## src/rtl/cram_loader_pkg.sv

```systemverilog
// Shared types and constants for the CRAM loader.
// The VERIFY state exists only when CRAM_READBACK_EN is defined.
package cram_loader_pkg;

   typedef enum logic [1:0] {
      ST_IDLE   = 2'd0,
      ST_LOAD   = 2'd1,
`ifdef CRAM_READBACK_EN
      ST_VERIFY = 2'd2,
`endif
      ST_DONE   = 2'd3
   } state_e;

   localparam logic [7:0] CRC_POLY = 8'h07;
   localparam logic [7:0] CRC_INIT = 8'h00;

endpackage

```

## src/rtl/crc8_serial.sv

```systemverilog
// Bit-serial CRC-8 (MSB-first feedback), cleared by rst or clr, advanced by en.
module crc8_serial
   import cram_loader_pkg::*;
(
   input  logic       clk,
   input  logic       rst,
   input  logic       clr,
   input  logic       en,
   input  logic       bit_in,
   output logic [7:0] crc
);

   logic [7:0] crc_q;
   logic       fb;

   assign fb = crc_q[7] ^ bit_in;

   always_ff @(posedge clk) begin
      if (rst || clr) begin
         crc_q <= CRC_INIT;
      end else if (en) begin
         crc_q <= {crc_q[6:0], 1'b0} ^ (fb ? CRC_POLY : 8'h00);
      end
   end

   assign crc = crc_q;

endmodule

```

## src/rtl/cram_loader.sv

```systemverilog
// Serial CRAM chain loader: host words are shifted LSB first into the chain.
// Optional readback verify (recirculating CRC compare) under CRAM_READBACK_EN.
module cram_loader
   import cram_loader_pkg::*;
#(
   parameter int unsigned WORD_W    = 8,
   parameter int unsigned CHAIN_LEN = 256
) (
   input  logic              clk,
   input  logic              rst,
   input  logic              start,
   input  logic              word_valid,
   input  logic [WORD_W-1:0] word_data,
   output logic              word_ready,
   output logic              config_data_in,
   output logic              config_en,
   input  logic              config_data_out,
   output logic              fabric_en,
   output logic              busy,
   output logic              done,
   output logic              error
);

   localparam int unsigned CNT_W = $clog2(CHAIN_LEN + 1);
   localparam int unsigned SB_W  = $clog2(WORD_W + 1);
   localparam logic [CNT_W-1:0] CHAIN_LEN_C = CNT_W'(CHAIN_LEN);
   localparam logic [SB_W-1:0]  WORD_W_C    = SB_W'(WORD_W);

   state_e            state_q, state_d;
   logic [CNT_W-1:0]  cnt_q, cnt_d;
   logic [WORD_W-1:0] sbuf_q, sbuf_d;
   logic [SB_W-1:0]   sbits_q, sbits_d;
   logic              error_q, error_d;
   logic              shifting, accept, in_verify, vshift;

   assign shifting = (state_q == ST_LOAD) && (sbits_q != '0);
   // Ready on an empty buffer or on the last-bit cycle, as long as unbuffered bits remain.
   assign word_ready = (state_q == ST_LOAD) && (sbits_q <= SB_W'(1))
                       && (cnt_q > CNT_W'(sbits_q));
   assign accept = word_valid && word_ready;

`ifdef CRAM_READBACK_EN
   logic [7:0] crc_load, crc_rb;

   assign in_verify      = (state_q == ST_VERIFY);
   assign vshift         = in_verify && (cnt_q != '0);
   assign config_data_in = in_verify ? config_data_out : (shifting & sbuf_q[0]);

   crc8_serial u_crc_load (
      .clk    (clk),
      .rst    (rst),
      .clr    (start && !busy),
      .en     (shifting),
      .bit_in (sbuf_q[0]),
      .crc    (crc_load)
   );

   crc8_serial u_crc_rb (
      .clk    (clk),
      .rst    (rst),
      .clr    (start && !busy),
      .en     (vshift),
      .bit_in (config_data_out),
      .crc    (crc_rb)
   );
`else
   logic unused_cdo;

   assign in_verify      = 1'b0;
   assign vshift         = 1'b0;
   assign config_data_in = shifting & sbuf_q[0];
   assign unused_cdo     = config_data_out;
`endif

   assign config_en = shifting || vshift;
   assign busy      = (state_q == ST_LOAD) || in_verify;
   assign done      = (state_q == ST_DONE);
   assign fabric_en = (state_q == ST_DONE);
   assign error     = error_q;

   always_comb begin
      state_d = state_q;
      cnt_d   = cnt_q;
      sbuf_d  = sbuf_q;
      sbits_d = sbits_q;
      error_d = error_q;
      unique case (state_q)
         ST_IDLE, ST_DONE: begin
            if (start) begin
               state_d = ST_LOAD;
               cnt_d   = CHAIN_LEN_C;
               sbuf_d  = '0;
               sbits_d = '0;
               error_d = 1'b0;
            end
         end
         ST_LOAD: begin
            // A new word overrides the shift; its predecessor's last bit leaves this cycle.
            if (accept) begin
               sbuf_d  = word_data;
               sbits_d = WORD_W_C;
            end else if (shifting) begin
               sbuf_d  = sbuf_q >> 1;
               sbits_d = sbits_q - SB_W'(1);
            end
            if (shifting) begin
               cnt_d = cnt_q - CNT_W'(1);
            end
            if (cnt_q == '0) begin
`ifdef CRAM_READBACK_EN
               state_d = ST_VERIFY;
               cnt_d   = CHAIN_LEN_C;
`else
               state_d = ST_DONE;
`endif
            end
         end
`ifdef CRAM_READBACK_EN
         ST_VERIFY: begin
            if (cnt_q != '0) begin
               cnt_d = cnt_q - CNT_W'(1);
            end else begin
               state_d = ST_DONE;
               error_d = (crc_load != crc_rb);
            end
         end
`endif
         default: state_d = ST_IDLE;
      endcase
   end

   always_ff @(posedge clk) begin
      if (rst) begin
         state_q <= ST_IDLE;
         cnt_q   <= '0;
         sbuf_q  <= '0;
         sbits_q <= '0;
         error_q <= 1'b0;
      end else begin
         state_q <= state_d;
         cnt_q   <= cnt_d;
         sbuf_q  <= sbuf_d;
         sbits_q <= sbits_d;
         error_q <= error_d;
      end
   end

endmodule

```

## config.mk

```make
export PLATFORM = sky130hd
export DESIGN_NAME = cram_loader
export DESIGN_NICKNAME = d
export VERILOG_FILES = /design/src/rtl/cram_loader_pkg.sv /design/src/rtl/crc8_serial.sv /design/src/rtl/cram_loader.sv
export SDC_FILE = /design/constraint.sdc
export NUM_CORES = 1
export LEC_CHECK = 0
export CELL_PAD_IN_SITES_DETAIL_PLACEMENT = 0
export CELL_PAD_IN_SITES_GLOBAL_PLACEMENT = 2
export CORE_ASPECT_RATIO = 0.9
export CORE_UTILIZATION = 29
export CTS_BUF_LIST = sky130_fd_sc_hd__clkbuf_16
export DETAILED_ROUTE_END_ITERATION = 10
export GPL_ROUTABILITY_DRIVEN = 1
export PLACE_DENSITY_LB_ADDON = 0.1
export SYNTH_ARGS = -nofsm -noshare
export SYNTH_HDL_FRONTEND = slang
export SYNTH_HIERARCHICAL = 1
export SYNTH_SLANG_ARGS = --single-unit
```

## constraint.sdc

```tcl
create_clock -name clk -period 2.1 [get_ports clk]
set_input_delay 0.315 -clock clk [delete_from_list [all_inputs] [get_ports clk]]
set_output_delay 0.315 -clock clk [all_outputs]
set_load 0.01 [all_outputs]
```

* Word-level counts from Yosys, hierarchy flattened
Cells that the tools add are included.
** Storage, ports and cells
- Flip-flop bits (word level) :: 23
** Cells by class
- Equal/unequal tests :: 6
- Magnitude comparators :: 2
- Multiplexer cells :: 14
- Bitwise logic cells :: 1
- Reduce and logical (&&, ||, !) cells :: 12
- Add/subtract/negate cells :: 2
** Operator list (number)
- $mux W8 :: 3
- $mux W9 :: 2
- $pmux W9 S2 :: 1
- $pmux W8 S2 :: 1
- $mux W4 :: 3
- $gt A9 B4 Y1 :: 1
- $logic_not A9 Y1 :: 1
- $sub A9 B1 Y9 const B :: 1
- $pmux W4 S2 :: 1
- $reduce_and A3 Y1 :: 2
- $le A4 B1 Y1 const B :: 1
- $logic_and A1 B1 Y1 :: 4
- $mux W2 :: 2
- $ne A2 B1 Y1 const B :: 2
- $pmux W2 S2 :: 1
- $reduce_bool A4 Y1 :: 1
- $sub A4 B1 Y4 const B :: 1
- $ne A3 B1 Y1 const B :: 1
- $eq A2 B1 Y1 const B :: 1
- $eq A2 B2 Y1 const B :: 1
- $logic_not A2 Y1 :: 1
- $ne A2 B2 Y1 const B :: 1
- $reduce_and A2 Y1 :: 1
- $reduce_bool A2 Y1 :: 1
- other kinds (2) :: 2

* Longest topological paths before layout
Gate-level depths: netlist of the first run.
- Word-level depth :: 6
- Gate-level depth with buffers :: 8
- Mapped depth without buffers :: 7

* Worst setup path before layout of the first run
No wires, ideal clock.
- Kind :: register to register
- Start :: register sbits_q[1]
- End :: register sbuf_q[0]
- Path slack :: 0.103 ns
- Data arrival time :: 1.926 ns
- Required time :: 2.029 ns
- Cell stages (with the launch flop) :: 9
- Path buffers :: 1
- Setup time :: 0.071 ns
- Cells stage by stage :: dfxtp_1 > inv_1 > ha_1 > nor2b_1 > o2111ai_1 > a31oi_1 > buf_2 > mux2_2 > o2bb2ai_1
** On the way
- Longest elaborated chain between the ends :: 6
- Elaborated cells on any way between the ends :: 11
- Classes of those cells :: order compare: 2; eq/ne: 1; mux: 2; reduce/logical: 6
** RTL lines
- start: declaration :: line cram_loader.sv:32 : logic [SB_W-1:0] sbits_q, sbits_d;
- start signal: assignment :: line cram_loader.sv:143 : sbits_q <= sbits_d;
- branches (longest 6 deep; another with $gt A9 B4 Y1)
- end signal: assignment :: line cram_loader.sv:142 : sbuf_q <= sbuf_d;
- end: declaration :: line cram_loader.sv:31 : logic [WORD_W-1:0] sbuf_q, sbuf_d;
Several ways; the timed one is not identified.
A chain may end at the register's enable or synchronous reset.

* Worst setup path after layout of the first run
- Start :: register sbits_q[1]
- End :: register sbits_q[0]
** On the way
- Longest elaborated chain between the ends :: 6
- Elaborated cells on any way between the ends :: 11
- Classes of those cells :: order compare: 2; eq/ne: 1; mux: 2; reduce/logical: 6
** RTL lines
- branches (longest 6 deep; another with $gt A9 B4 Y1)
Several ways; the timed one is not identified.

==> results of run 1 <==
==> sequential cells by signal, indices dropped and copies added (netlist names) <==
name and flops:
state_q 2, sbuf_q 8, sbits_q 4, cnt_q 9
==> metal layers <==
layer,global-route usage [%],wire (µm)
met1,20.81,1919
met3,3.268,126
met5,0,0
met4,3.704,34
met2,26.35,1987
==> logic make-up after synthesis <==
logic type	Yosys count	share of synthesized area, %
and+or+nand+nor	82	28.37
adders and majority gates	11	9.151
muxes	8	5.907
other	1	0.2493
DFF	23	30.62
buffers and inverters	20	5.657
AOI/OAI and AO/OA	36	16.56
xor gates and xnor gates	6	3.494
==> cell type report <==
| cell class | instances | area, µm² | share of cell area (%) |
|---|---|---|---|
| sequential | 23 | 465.4 | 21.60 |
| clock inverter | 1 | 3.754 | 0.1742 |
| timing repair buffer | 52 | 432.9 | 20.09 |
| multi-input combinational | 144 | 1066 | 49.48 |
| tap | 65 | 81.33 | 3.775 |
| inverter | 8 | 30.03 | 1.394 |
| clock buffer | 3 | 75.07 | 3.484 |
==> per-stage QoR <==
| stage | cell area (µm²) | worst slack [ns] | cells |
|---|---|---|---|
| after detailed placement | 1963 | -0.06063 | 292 |
| after global placement | 1963 | -0.01530 | 292 |
| after global routing | 2155 | -0.006011 | 296 |
| after floorplan | 1504 | 0.1028 | 187 |
| after CTS | 2066 | -0.001472 | 296 |
| final | 2155 | 0.07794 | 296 |
==> placed cells by master, fill, tap and decap left out, types with 3 or more instances in the layout <==
master,n
o2bb2ai_1,5
xor2_1,4
dfxtp_1,19
nand3_1,3
dfxtp_2,4
ha_1,8
mux2_2,7
clkdlybuf4s50_1,14
a21oi_1,12
nor3_1,12
nand2_1,24
nor2_1,19
ha_4,3
inv_1,8
buf_4,34
clkbuf_16,3
==> path summary, 6_finish.rpt <==
| check | slack [ns] | startpoint | endpoint |
|---|---|---|---|
| worst max-delay path | 0.08 | sbits_q[1]$_SDFFE_PP0P_ | sbits_q[0]$_SDFFE_PP0P_ |
| worst min-delay path | 0.48 | sbuf_q[3]$_SDFFE_PP0P_ | sbuf_q[2]$_SDFFE_PP0P_ |
| worst max register to register | 0.08 | sbits_q[1]$_SDFFE_PP0P_ | sbits_q[0]$_SDFFE_PP0P_ |
| worst min register to register | 0.48 | sbuf_q[3]$_SDFFE_PP0P_ | sbuf_q[2]$_SDFFE_PP0P_ |
==> what timing repair did <==
action,in CTS,in global routing
pin swaps,2,2
setup endpoints to repair,6,18
gates cloned,0,0
gates resized for setup,8,21
==> power groups by stage <==
stage / clock, mW / combinational [mW] / sequential (mW)
floorplan: 0 / 1.36 / 0.655
finish: 0.422 / 2.53 / 0.660
global placement: 0 / 2.30 / 0.643
CTS: 0.430 / 2.37 / 0.646
detailed placement: 0 / 2.33 / 0.649
global route: 0.449 / 2.79 / 0.677
==> impl_metrics.toml, run 1 <==
[run_status]
status = "finished, final reports clean"

[setup_path]
r2r_cells = 8
path_depth = 8
cp-start-kind = "flip-flop"
end_kind = "flip-flop"
cp_data_required_time_ns = 2.28
critPathTopFamily = "simple AND/OR/NAND/NOR gates"
crit_type = "reg2reg"
cpPeakStageDelay_ns = 0.53
worstPathMaxFanout = 6
critical_path_arrival_ns = 2.20
path_buf_inv = 2
slowest_stage = "or4b_4"
crit_chain = "inv_2 -> ha_4 -> nor2b_2 -> o2111ai_2 -> a31oi_1 -> buf_4 -> or4b_4 -> o22ai_1"

[drt]
vias = 1509
drt_iter0_drc = 36
drt_wl_total_mm = 4.067
viasPerCell = 5.098
postRouteAntennaNets = 0
remaining_drc_errors = 0
drtPass1Iterations = 4
routedWlPerCell_um = 13.74

[global_routing]
grt_overflow_total = 0
antenna_found_initial = 0
grt_max_degree = 14
grt_use_total_pct = 15.80
grt_pass1_wl_mm = 6.775
grt_pass1_vias = 1431

[final_layout]
final_nets = 256
n_antenna_cell = 0
n_fill_cell = 537
area_growth_syn_to_layout_pct = 43.26
final_util_pct = 43.75
final_layout_size_suffix_gt1_share_pct = 30.74

[sta]
max_slew_margin_pct = 64.69
final_hold_viol_count = 0
fin_tns_setup_ns = 0
timing.final.crit_share_pct = 96.29
setup_viol = 0
hold_ws_ns = 0.4833
worst_slew_pin_slew_ns = 0.5285
max_freq_mhz = 494.5
slew_viol_final = 0
rsz0062_at_grt = "yes"
fin_skew_ns = 0.006711
min_period_ns = 2.022

[synth]
synth_nets = 211
synth_top_area_cell = "dfxtp_1"
synth.cell_area_um2 = 1504
synth.distinct_cells = 49
synth_flop_cell = "dfxtp_1"
synth_edf_count = 0
synth.most_common_cell = "nand2_1"
synth_warnings = 6
synth_area_leaders = "dfxtp_1 (31%), ha_1 (9.2%), nand2_1 (6.0%)"
synth_area_per_cell_um2 = 8.042
synth_cells = 187
ys_ff_latch = 23
synth_common_cells = "nand2_1 (24), dfxtp_1 (23), nor2_1 (19)"
synth_top_area_share_pct = 30.62
synth-seq-area-share_pct = 30.62
async_reset_ff_share_pct = 0

[flow_run]
drv_cap = 0

[power_and_ir_drop]
p_clk_share_pct = 11.7
pwr-share-comb_pct = 70.1
pwr-share-seq_pct = 18.3
ir_worst_vdd_mv = 0.5324
p_sw_share_pct = 42.83
p_int_mw = 2.068
leakagePower_nw = 0.8585
power_mw = 3.616
p_sw_mw = 1.549
cellPowerDensity_nw_per_um2 = 1678

[floorplan]
die_h_um = 70.32
fp.coreArea_um2 = 4925
die_w_um = 77.91
rows = 24
start_util_pct = 30.54
dieArea_um2 = 5479
io_pins = 20

[worst_hold_path]
whs_path_depth = 1
min_path_type = "reg2reg"

[cts]
post-cts-setup-buffers = 0
clk_latency_ns = 0.26
cts-root-buf = "clkbuf_16"
clk_path_buf_depth = 2
cts_made_buffers = 3
cts_tree = "built"
clkTransAtPathRegs_ns = 0.07
cts_hold_buf = 0
cts.htree.levels = 1
cts_sinks = 23

[placement]
dp_hpwl_mm = 3.100
routabilityCongestion = 0.8187
numPortBuffers = 17
No activity file was read; power rests on OpenSTA's default activity.
==> inputs of run 2 (changes only) <==
- CAP_MARGIN: unset -> 10
==> results of run 2 <==
Final layout, timing and power as in run 1 (identical DEF).
==> inputs of run 3 (changes only) <==
- CTS_CLUSTER_DIAMETER: unset -> 60
==> results of run 3 <==
Final layout, timing and power as in run 1 (identical DEF).
